--- src/rtl/fpu_share_arbiter.sv ---
// fpu_share_arbiter: round-robin sharing of one multi-cycle FPU unit among
// NUM_REQ issue ports. Grants one request from IDLE, holds its operands
// registered on the unit for the whole operation, and routes the result back
// to the owner.
// Optional feature macro: FPU_ARB_RESULT_REG_EN registers u_rd and adds a DONE
// state, which adds one cycle of latency.
module fpu_share_arbiter #(
    parameter int NUM_REQ = 2,
    parameter int DATA_W  = 32
) (
    input  logic                      clk,
    input  logic                      rst,
    input  logic [NUM_REQ-1:0]        req_order,
    input  logic [NUM_REQ*DATA_W-1:0] req_rs1,
    input  logic [NUM_REQ*DATA_W-1:0] req_rs2,
    output logic [NUM_REQ-1:0]        req_accepted,
    output logic [NUM_REQ-1:0]        req_done,
    output logic [DATA_W-1:0]         rd,
    output logic                      busy,
    output logic                      u_order,
    output logic [DATA_W-1:0]         u_rs1,
    output logic [DATA_W-1:0]         u_rs2,
    input  logic                      u_accepted,
    input  logic                      u_done,
    input  logic [DATA_W-1:0]         u_rd
);

    localparam int unsigned N     = NUM_REQ;
    localparam int          PTR_W = (NUM_REQ > 1) ? $clog2(NUM_REQ) : 1;

    typedef enum logic [1:0] {IDLE, ISSUE, BUSY, DONE} state_t;

    state_t             state, state_nxt;
    logic [PTR_W-1:0]   rr_ptr, owner, grant_idx, rr_ptr_nxt;
    logic               grant_vld;
    logic               complete;
    int unsigned        scan;
`ifdef FPU_ARB_RESULT_REG_EN
    logic [DATA_W-1:0]  rd_q;
`endif

    // Round-robin search: first requester at or after rr_ptr, wrapping.
    always_comb begin
        grant_vld = 1'b0;
        grant_idx = '0;
        scan      = 0;
        for (int unsigned k = 0; k < N; k++) begin
            scan = (32'(rr_ptr) + k) % N;
            if (!grant_vld && req_order[PTR_W'(scan)]) begin
                grant_vld = 1'b1;
                grant_idx = PTR_W'(scan);
            end
        end
    end

    // Pointer moves just past the winner so it gets lowest priority next time.
    always_comb begin
        rr_ptr_nxt = (grant_idx == PTR_W'(N - 1)) ? '0 : grant_idx + 1'b1;
    end

    // Next-state and handshake outputs; grants only ever come from IDLE.
    always_comb begin
        state_nxt    = state;
        req_accepted = '0;
        req_done     = '0;
        rd           = '0;
        complete     = 1'b0;
        case (state)
            IDLE: begin
                if (grant_vld && !rst) begin
                    req_accepted[grant_idx] = 1'b1;
                    state_nxt               = ISSUE;
                end
            end
            ISSUE: begin
                // A single-cycle unit may accept and finish in the same cycle.
                if (u_accepted) begin
                    if (u_done) complete  = 1'b1;
                    else        state_nxt = BUSY;
                end
            end
            BUSY: begin
                complete = u_done;
            end
            DONE: begin
`ifdef FPU_ARB_RESULT_REG_EN
                req_done[owner] = 1'b1;
                rd              = rd_q;
`endif
                state_nxt = IDLE;
            end
            default: state_nxt = IDLE;
        endcase
        if (complete) begin
`ifdef FPU_ARB_RESULT_REG_EN
            state_nxt = DONE;
`else
            req_done[owner] = 1'b1;
            rd              = u_rd;
            state_nxt       = IDLE;
`endif
        end
    end

    // State register.
    always_ff @(posedge clk or posedge rst) begin
        if (rst) state <= IDLE;
        else     state <= state_nxt;
    end

    // Latch the winner's operands, owner id and advance the pointer on a grant.
    always_ff @(posedge clk or posedge rst) begin
        if (rst) begin
            rr_ptr <= '0;
            owner  <= '0;
            u_rs1  <= '0;
            u_rs2  <= '0;
        end else if (|req_accepted) begin
            rr_ptr <= rr_ptr_nxt;
            owner  <= grant_idx;
            u_rs1  <= req_rs1[int'(grant_idx) * DATA_W +: DATA_W];
            u_rs2  <= req_rs2[int'(grant_idx) * DATA_W +: DATA_W];
        end
    end

`ifdef FPU_ARB_RESULT_REG_EN
    // Capture the unit result on completion; presented from DONE.
    always_ff @(posedge clk or posedge rst) begin
        if (rst)           rd_q <= '0;
        else if (complete) rd_q <= u_rd;
    end
`endif

    assign busy    = (state != IDLE);
    assign u_order = (state == ISSUE);

endmodule

--- config.mk ---
export PLATFORM = sky130hd
export DESIGN_NAME = fpu_share_arbiter
export DESIGN_NICKNAME = d
export VERILOG_FILES = /design/src/rtl/fpu_share_arbiter.sv
export SDC_FILE = /design/constraint.sdc
export NUM_CORES = 1
export LEC_CHECK = 0
export BUFFER_PORTS_ARGS = -buffer_cell sky130_fd_sc_hd__buf_4
export CAP_MARGIN = 10
export CORE_ASPECT_RATIO = 0.8
export CORE_MARGIN = 4
export CORE_UTILIZATION = 35
export CTS_CLUSTER_DIAMETER = 200
export DETAILED_ROUTE_END_ITERATION = 16
export GPL_ROUTABILITY_DRIVEN = 1
export GPL_TIMING_DRIVEN = 1
export MAX_ROUTING_LAYER = met4
export PLACE_DENSITY = 0.75
export SLEW_MARGIN = 20
export SYNTH_ARGS = -nofsm -noshare
export SYNTH_HDL_FRONTEND = slang
export SYNTH_SLANG_ARGS = --single-unit
--- constraint.sdc ---
create_clock -name clk -period 1.7 [get_ports clk]
set_input_delay 0.085 -clock clk [delete_from_list [all_inputs] [get_ports clk]]
set_output_delay 0.085 -clock clk [all_outputs]
set_load 0.005 [all_outputs]
==> results of run 1 <==
[cell type report]
class | instances | area [sq um] | area share, %
timing repair buffer | 415 | 3642 | 50.12
sequential | 68 | 1702 | 23.42
multi-input combinational | 129 | 1176 | 16.18
inverter | 71 | 270.3 | 3.719
clock buffer | 11 | 252.7 | 3.478
tap | 112 | 140.1 | 1.928
clock inverter | 5 | 83.83 | 1.154
[metal layers]
metal / vias up / part of all wire, %
met5: - / 0
met4: 0 / 2.7
met3: 43 / 7.7
met2: 281 / 53
met1: 2145 / 37
li1: 1892 / -
[placed cells by master (no fill, tap or decap), drive strengths merged]
master / n
nor2: 5
nand3b: 2
buf: 298
and3: 1
nor3: 2
o21ai: 3
ha: 5
nor2b: 1
bufinv: 2
dlygate4sd3: 116
a222oi: 64
a21oi: 6
nand2: 3
and2: 32
clkinvlp: 3
nor4b: 1
inv: 70
and4: 1
dfrtp: 68
clkinv: 1
clkbuf: 12
nand2b: 1
a311o: 2
[state kept, by name, indices dropped and copies added, names as in the netlist]
register / count
u_rs2: 32
u_rs1: 32
owner: 1
state: 2
rr_ptr: 1
[what timing repair did]
action,4_1_cts,5_1_grt
gates resized for setup,36,3
hold buffers,116,0
setup endpoints to repair,98,100
pin swaps,36,15
buffers inserted,9,0
cloned,7,1
endpoints found under the hold margin,132,0
[critical path, delay by kind of cell (launching register included)]
kind            cells  cell delay (ns)
fa+ha+maj           1             0.15
simple gates        2             0.33
compound gates      1             0.34
buf+inv             5             0.55
flops               1             0.37
[logic make-up (layout without fill, tap and decap cells)]
kind of cell | count (synthesis) | count (layout) | synth area share, %
AOI/OAI and AO/OA | 75 | 75 | 22.08
DFF | 68 | 68 | 52.96
and+or+nand+nor | 46 | 49 | 9.112
adders and majority gates | 5 | 5 | 1.947
buffers and inverters | 95 | 502 | 13.90
[worst paths after layout]
| check | from | end | slack [ns] | cells after the start |
|---|---|---|---|---|
| worst min-delay path | req_rs2[19] | u_rs2[19] | 0.01 | 3 |
| worst min register to register | u_rs2[28] | u_rs2[28] | 0.51 | 2 |
| min in group asynchronous | rst | u_rs2[15] | 0.46 | 4 |
| worst max register to register | state[0] | u_rs1[19] | -0.15 | 9 |
| worst max-delay path | state[0] | u_rs1[19] | -0.15 | 9 |
| max in group asynchronous | rst | u_rs2[31] | 0.77 | 4 |
[power by group through the flow]
stage	combinational (mW)	clock [mW]	sequential, mW
after global routing	5.12	2.15	2.93
after global placement	3.78	0	2.77
after floorplan	1.67	0	2.82
after CTS	4.59	2.08	2.80
after detailed placement	3.88	0	2.80
final	4.77	2.05	2.87
[through the flow]
step | setup TNS (ns) | hold WS [ns] | total power, mW | util [%] | area, sq um
2_1_floorplan | 0 | 0.2062 | 4.488 | - | 3217
3_3_place_gp | -14.29 | 0.2083 | 6.550 | 62.07 | 5405
3_5_place_dp | -8.955 | 0.2247 | 6.683 | 62.10 | 5408
4_1_cts | -5.127 | 0.0002886 | 9.466 | 83.35 | 7258
5_1_grt | -14.47 | 0.01122 | 10.21 | 83.45 | 7267
6_report | -7.389 | 0.009901 | 9.691 | 83.45 | 7267
==> results.json, run 1 <==
{
  "crit_arrival_ns": 2.05,
  "maxCapViolations": 0,
  "drive_gt1_share_pct": 47.64,
  "place_inst": 663,
  "synth_edf_count": 0,
  "crit_path_end_kind": "flip-flop",
  "grt_use_total_pct": 30.36,
  "clkPwrFrac_pct": 21.2,
  "nNetsFinal": 865,
  "hold_violations": 0,
  "synth_seq_cells": 68,
  "drc": 0,
  "synth_common_cells": "inv_1 (71), dfrtp_1 (68), a222oi_1 (64), and2_1 (32), buf_6 (10)",
  "antenna_found_initial": 0,
  "cpMaxStageDelayCell": "dfrtp_1",
  "leakagePower_nw": 3.849,
  "internal_power_mw": 6.505,
  "crit_type": "reg2reg",
  "use_met2_pct": 53.28,
  "grt-ovfl-total": 0,
  "die_x_microns": 115.1,
  "powerDensity_mw_per_mm2": 1334,
  "post_drt_wl_per_cell_microns": 20.44,
  "p_comb_share_pct": 49.3,
  "rsz0062_at_grt": "yes",
  "syn_nets": 460,
  "htree_levels": 3,
  "routabilityCongestion": 0.7569,
  "clockBufferDepth": 2,
  "io_pins": 268,
  "synth.area.top_cells": "dfrtp_1 (53%), a222oi_1 (20%), inv_1 (8.3%), and2_1 (6.2%), buf_6 (3.5%)",
  "tightest_slew_ns": 0.5491,
  "final_cells": 811,
  "grt.met3_usage_pct": 5.988,
  "io_buffer_count": 267,
  "grt_first_pass_wirelength_mm": 24.83,
  "crit_fanout": 8,
  "fp.dieH_microns": 93.70,
  "synth.avg_cell_area_sq_um": 11.12,
  "grt_pass1_vias": 4664,
  "hp-class": "in2reg",
  "syn_area_sq_mm": 0.003213,
  "insertion_delay_ns": 0.32,
  "ant_nets": 0,
  "cp-start-kind": "flip-flop",
  "syn_inst": 289,
  "async_flop_share_pct": 100.0,
  "status": "complete, but fails checks",
  "rows": 30,
  "min_period_ns": 1.849,
  "synth.top_cell.area_share_pct": 52.96,
  "drtIter0Drc": 533,
  "ys_seq_area_share_pct": 52.96,
  "path_cells": "inv_2 > buf_6 > ha_4 > nor2b_4 > and3_4 > buf_12 > buf_4 > a222oi_1 > inv_1",
  "dp_hpwl_mm": 8.936,
  "peakVddDrop_v": 0.0007126,
  "top_usage_layer": "met2",
  "grt_max_degree": 43,
  "sw_frac_of_total_pct": 32.87,
  "vias": 4361,
  "core_sq_mm": 0.008708,
  "initial_utilization_pct": 36.90,
  "cts_root_buf": "clkbuf_16",
  "synth.distinct_cells": 24,
  "timing.fmax_ghz": 0.5409,
  "post-route-period-util_pct": 108.7,
  "slew_headroom_pct": 63.40,
  "gr-usage-met1_pct": 35.20,
  "worst_path_largest_cell_delay_ns": 0.37,
  "finClkSkew_ns": 0.006166,
  "cts_tree": "yes",
  "clkSinkCount": 68,
  "fillCellCount": 450,
  "p_sw_mw": 3.186,
  "cts_buffers": 9,
  "setup_ws_ns": -0.1487,
  "seqPwrFrac_pct": 29.6,
  "yosys.area.top_type": "dfrtp_1",
  "firstDrtPassIters": 9,
  "violations": "negative setup slack",
  "place_ws_ns": -0.1960,
  "clk_pin_slew_ns": 0.06,
  "yosys_warnings": 0,
  "ys.flop_type": "dfrtp_1",
  "critPathRequiredTime_ns": 1.90,
  "setup_viol": 97,
  "post_drt_via_cell_ratio": 5.377,
  "area_growth_syn_to_layout_pct": 126.2,
  "wl_mm": 16.58,
  "drv_slew": 0,
  "yosysMostFrequentCell": "inv_1",
  "dieArea_sq_mm": 0.01079,
  "num_antenna_cells": 0
}
Note: power is estimated with default switching activity, not from simulation.
==> inputs of run 2 (changes only) <==
--- a/config.mk
+++ b/config.mk
@@ -5,6 +5,7 @@
 export SDC_FILE = /design/constraint.sdc
 export NUM_CORES = 1
 export LEC_CHECK = 0
+export ABC_AREA = 1
 export BUFFER_PORTS_ARGS = -buffer_cell sky130_fd_sc_hd__buf_4
 export CAP_MARGIN = 10
 export CORE_ASPECT_RATIO = 0.8
@@ -15,7 +16,7 @@
 export GPL_ROUTABILITY_DRIVEN = 1
 export GPL_TIMING_DRIVEN = 1
 export MAX_ROUTING_LAYER = met4
-export PLACE_DENSITY = 0.75
+export PLACE_DENSITY = 0.74
 export SLEW_MARGIN = 20
 export SYNTH_ARGS = -nofsm -noshare
 export SYNTH_HDL_FRONTEND = slang
==> run 2 against run 1 <==
Compared with the run above: the run still ends with negative setup slack left; via count rose by 14%; utilization is 0.69 points lower; clock skew rose by 0.0023 ns; worst hold slack worse by 0.0026 ns; maximum frequency grew 1.9%; routed wire length grew 8.4%; area after synthesis is 4.9% higher; first-iteration DRC count is 39% lower; non-clock buffer count is 3 higher; register-to-register slack improved by 0.16 ns; combinational power up 2%; sequential power about the same; critical endpoint is now rd[26]; largest cell class unchanged; highest routed layer unchanged.
==> results.json, run 2 <==
{
  "timing.fmax_ghz": 0.5512,
  "peakVddDrop_v": 0.0006489,
  "yosys.area.top_type": "dfrtp_1",
  "tightest_slew_ns": 0.3696,
  "synth_edf_count": 0,
  "dp_hpwl_mm": 9.500,
  "setup_viol": 34,
  "synth_common_cells": "nand2_1 (204), dfrtp_1 (68), nand3_1 (67), inv_1 (43), nor2_1 (36)",
  "drive_gt1_share_pct": 40.51,
  "finClkSkew_ns": 0.008455,
  "antenna_found_initial": 0,
  "rsz0062_at_grt": "yes",
  "final_common_cell": "buf_4",
  "maxCapViolations": 0,
  "crit_type": "reg2out",
  "synth_seq_cells": 68,
  "hp-class": "in2reg",
  "drv_slew": 0,
  "cp-start-kind": "flip-flop",
  "grt_use_total_pct": 29.48,
  "cts_root_buf": "clkbuf_16",
  "cp_top_family": "buffers and inverters",
  "io_buffer_count": 267,
  "vias": 4950,
  "crit_fanout": 17,
  "clk_pin_slew_ns": 0.06,
  "wl_mm": 17.97,
  "grt_max_degree": 54,
  "r2r_slack_ns": 0.01,
  "area_growth_syn_to_layout_pct": 126.7,
  "cp-endpoint": "rd[26]",
  "final_area_sq_mm": 0.007640,
  "leakagePower_nw": 3.989,
  "setup_ws_ns": -0.1142,
  "final_cells": 986,
  "cpMaxStageDelayCell": "dfrtp_2",
  "violations": "negative setup slack",
  "synth.distinct_cells": 16,
  "crit_path_end_kind": "output pin",
  "synth.area.top_cells": "dfrtp_1 (50%), nand2_1 (23%), nand3_1 (9.9%), inv_1 (4.8%), nor2_1 (4.0%)",
  "crit_arrival_ns": 1.73,
  "cpMostUsedCell": "inv_4",
  "grt_first_pass_wirelength_mm": 25.59,
  "synth.avg_cell_area_sq_um": 7.344,
  "yosysMostFrequentCell": "nand2_1",
  "reg2regPathDepth": 8,
  "ys_seq_area_share_pct": 50.48,
  "hold_violations": 0,
  "ys.flop_type": "dfrtp_1",
  "htree_levels": 3,
  "status": "complete, but fails checks",
  "syn_nets": 630,
  "place_inst": 827,
  "fp.dieH_microns": 95.78,
  "syn_area_sq_mm": 0.003371,
  "insertion_delay_ns": 0.33,
  "power.total_mw": 9.779,
  "rr_startpoint": "state[0]",
  "cts_tree": "yes",
  "crit_buf_inv": 4,
  "synth.top_cell.area_share_pct": 50.48,
  "rows": 31,
  "core_sq_mm": 0.009231,
  "grt-ovfl-total": 0,
  "post_drt_wl_per_cell_microns": 18.23,
  "cts_buffers": 9,
  "dieArea_sq_mm": 0.01127,
  "async_flop_share_pct": 100.0,
  "clockBufferDepth": 2,
  "slew_headroom_pct": 75.36,
  "grt_pass1_vias": 5087,
  "fin_hold_ws_ns": 0.007303,
  "initial_utilization_pct": 36.51,
  "die_x_microns": 117.7,
  "fillCellCount": 496,
  "drc": 0,
  "post-route-period-util_pct": 106.7,
  "min_period_ns": 1.814,
  "clkSinkCount": 68,
  "syn_inst": 459,
  "io_pins": 268,
  "post_drt_via_cell_ratio": 5.020,
  "nNetsFinal": 1035,
  "placedInstanceArea_sq_mm": 0.005533,
  "critPathRequiredTime_ns": 1.62,
  "worst-path-stages": 8,
  "firstDrtPassIters": 4,
  "top_regs": "u_rs1 (32), u_rs2 (32), state (2)",
  "startpoint": "state[0]",
  "routabilityCongestion": 0.8037,
  "ant_nets": 0,
  "drtIter0Drc": 327,
  "final_cell_mix": "buf_4 (268), nand2_1 (200), dlygate4sd3_1 (125)",
  "path_cells": "inv_4 > ha_4 > nand2_4 > inv_4 > nand2_8 > buf_16 > nor2_1 > buf_4",
  "powerDensity_mw_per_mm2": 1280,
  "yosys_warnings": 0,
  "worst_path_largest_cell_delay_ns": 0.42,
  "r2r-end": "state[0]"
}
## run 2: final cells by class
class                   count  area [sq um]  area share, %
repair buffers            418          3706          48.51
clock buffers              11         242.7          3.177
well taps                 115         143.9          1.883
multi-input cells         323          1580          20.68
flip-flops and latches     68          1703          22.29
inverters                  44         173.9          2.276
diodes                      2         5.005        0.06551
clock inverters             5         85.08          1.114
## run 2: stage by stage
stage / util [%] / worst slack (ns) / TNS, ns
3_3_place_gp: 59.93 / 0.1626 / 0
2_1_floorplan: - / -0.2946 / -18.26
4_1_cts: 80.48 / -0.04334 / -0.9945
6_report: 82.76 / -0.1142 / -1.798
5_1_grt: 82.71 / -0.1695 / -3.662
3_5_place_dp: 59.93 / 0.04416 / 0
## run 2: metal layers
layer  share of wire, %  up-vias  track usage [%]  routed length, microns
met4                3.2        0            11.90                     569
met2                 51      299            49.88                    9095
met1                 37     2372            34.85                    6731
met3                8.8       54            6.580                    1574
li1                   -     2225                -                       -
met5                  0        -                -                       0
## run 2: power by group
part	switching, mW	internal, mW	total (mW)
clock	0.716	1.33	2.05
sequential	0.477	2.39	2.87
combinational	2.26	2.61	4.87
## run 2: timing repair
action,CTS,global route
gates cloned,4,2
buffers inserted,9,1
pin swaps,4,1
setup endpoints to repair,36,74
gates resized for setup,37,42
hold buffers,125,0
endpoints found under the hold margin,103,0
## run 2: tightest hold or removal path, cell delays in order
cell     delay [ns]
buf_4          0.09
nand2_1        0.05
nand3_1        0.07
## run 2: worst min-delay path by stage
stage           startpoint         to  slack, ns  cells past startpoint
2_1_floorplan  req_rs1[32]   u_rs1[0]       0.20                      2
3_3_place_gp           rst   state[0]       0.21                      3
3_5_place_dp           rst   state[1]       0.23                      3
4_1_cts        req_rs1[37]   u_rs1[5]      0.004                      3
5_1_grt        req_rs2[13]  u_rs2[13]      0.009                      3
6_report       req_rs2[13]  u_rs2[13]      0.007                      3
## run 2: kinds of logic (layout without fill, tap and decap cells)
kind of cell,Yosys count,after routing,share of synthesized area [%]
adders and majority gates,5,5,1.856
and+or+nand+nor,312,312,37.60
buffers and inverters,68,478,8.946
other,0,2,0
AOI/OAI and AO/OA,6,6,1.113
DFF,68,68,50.48
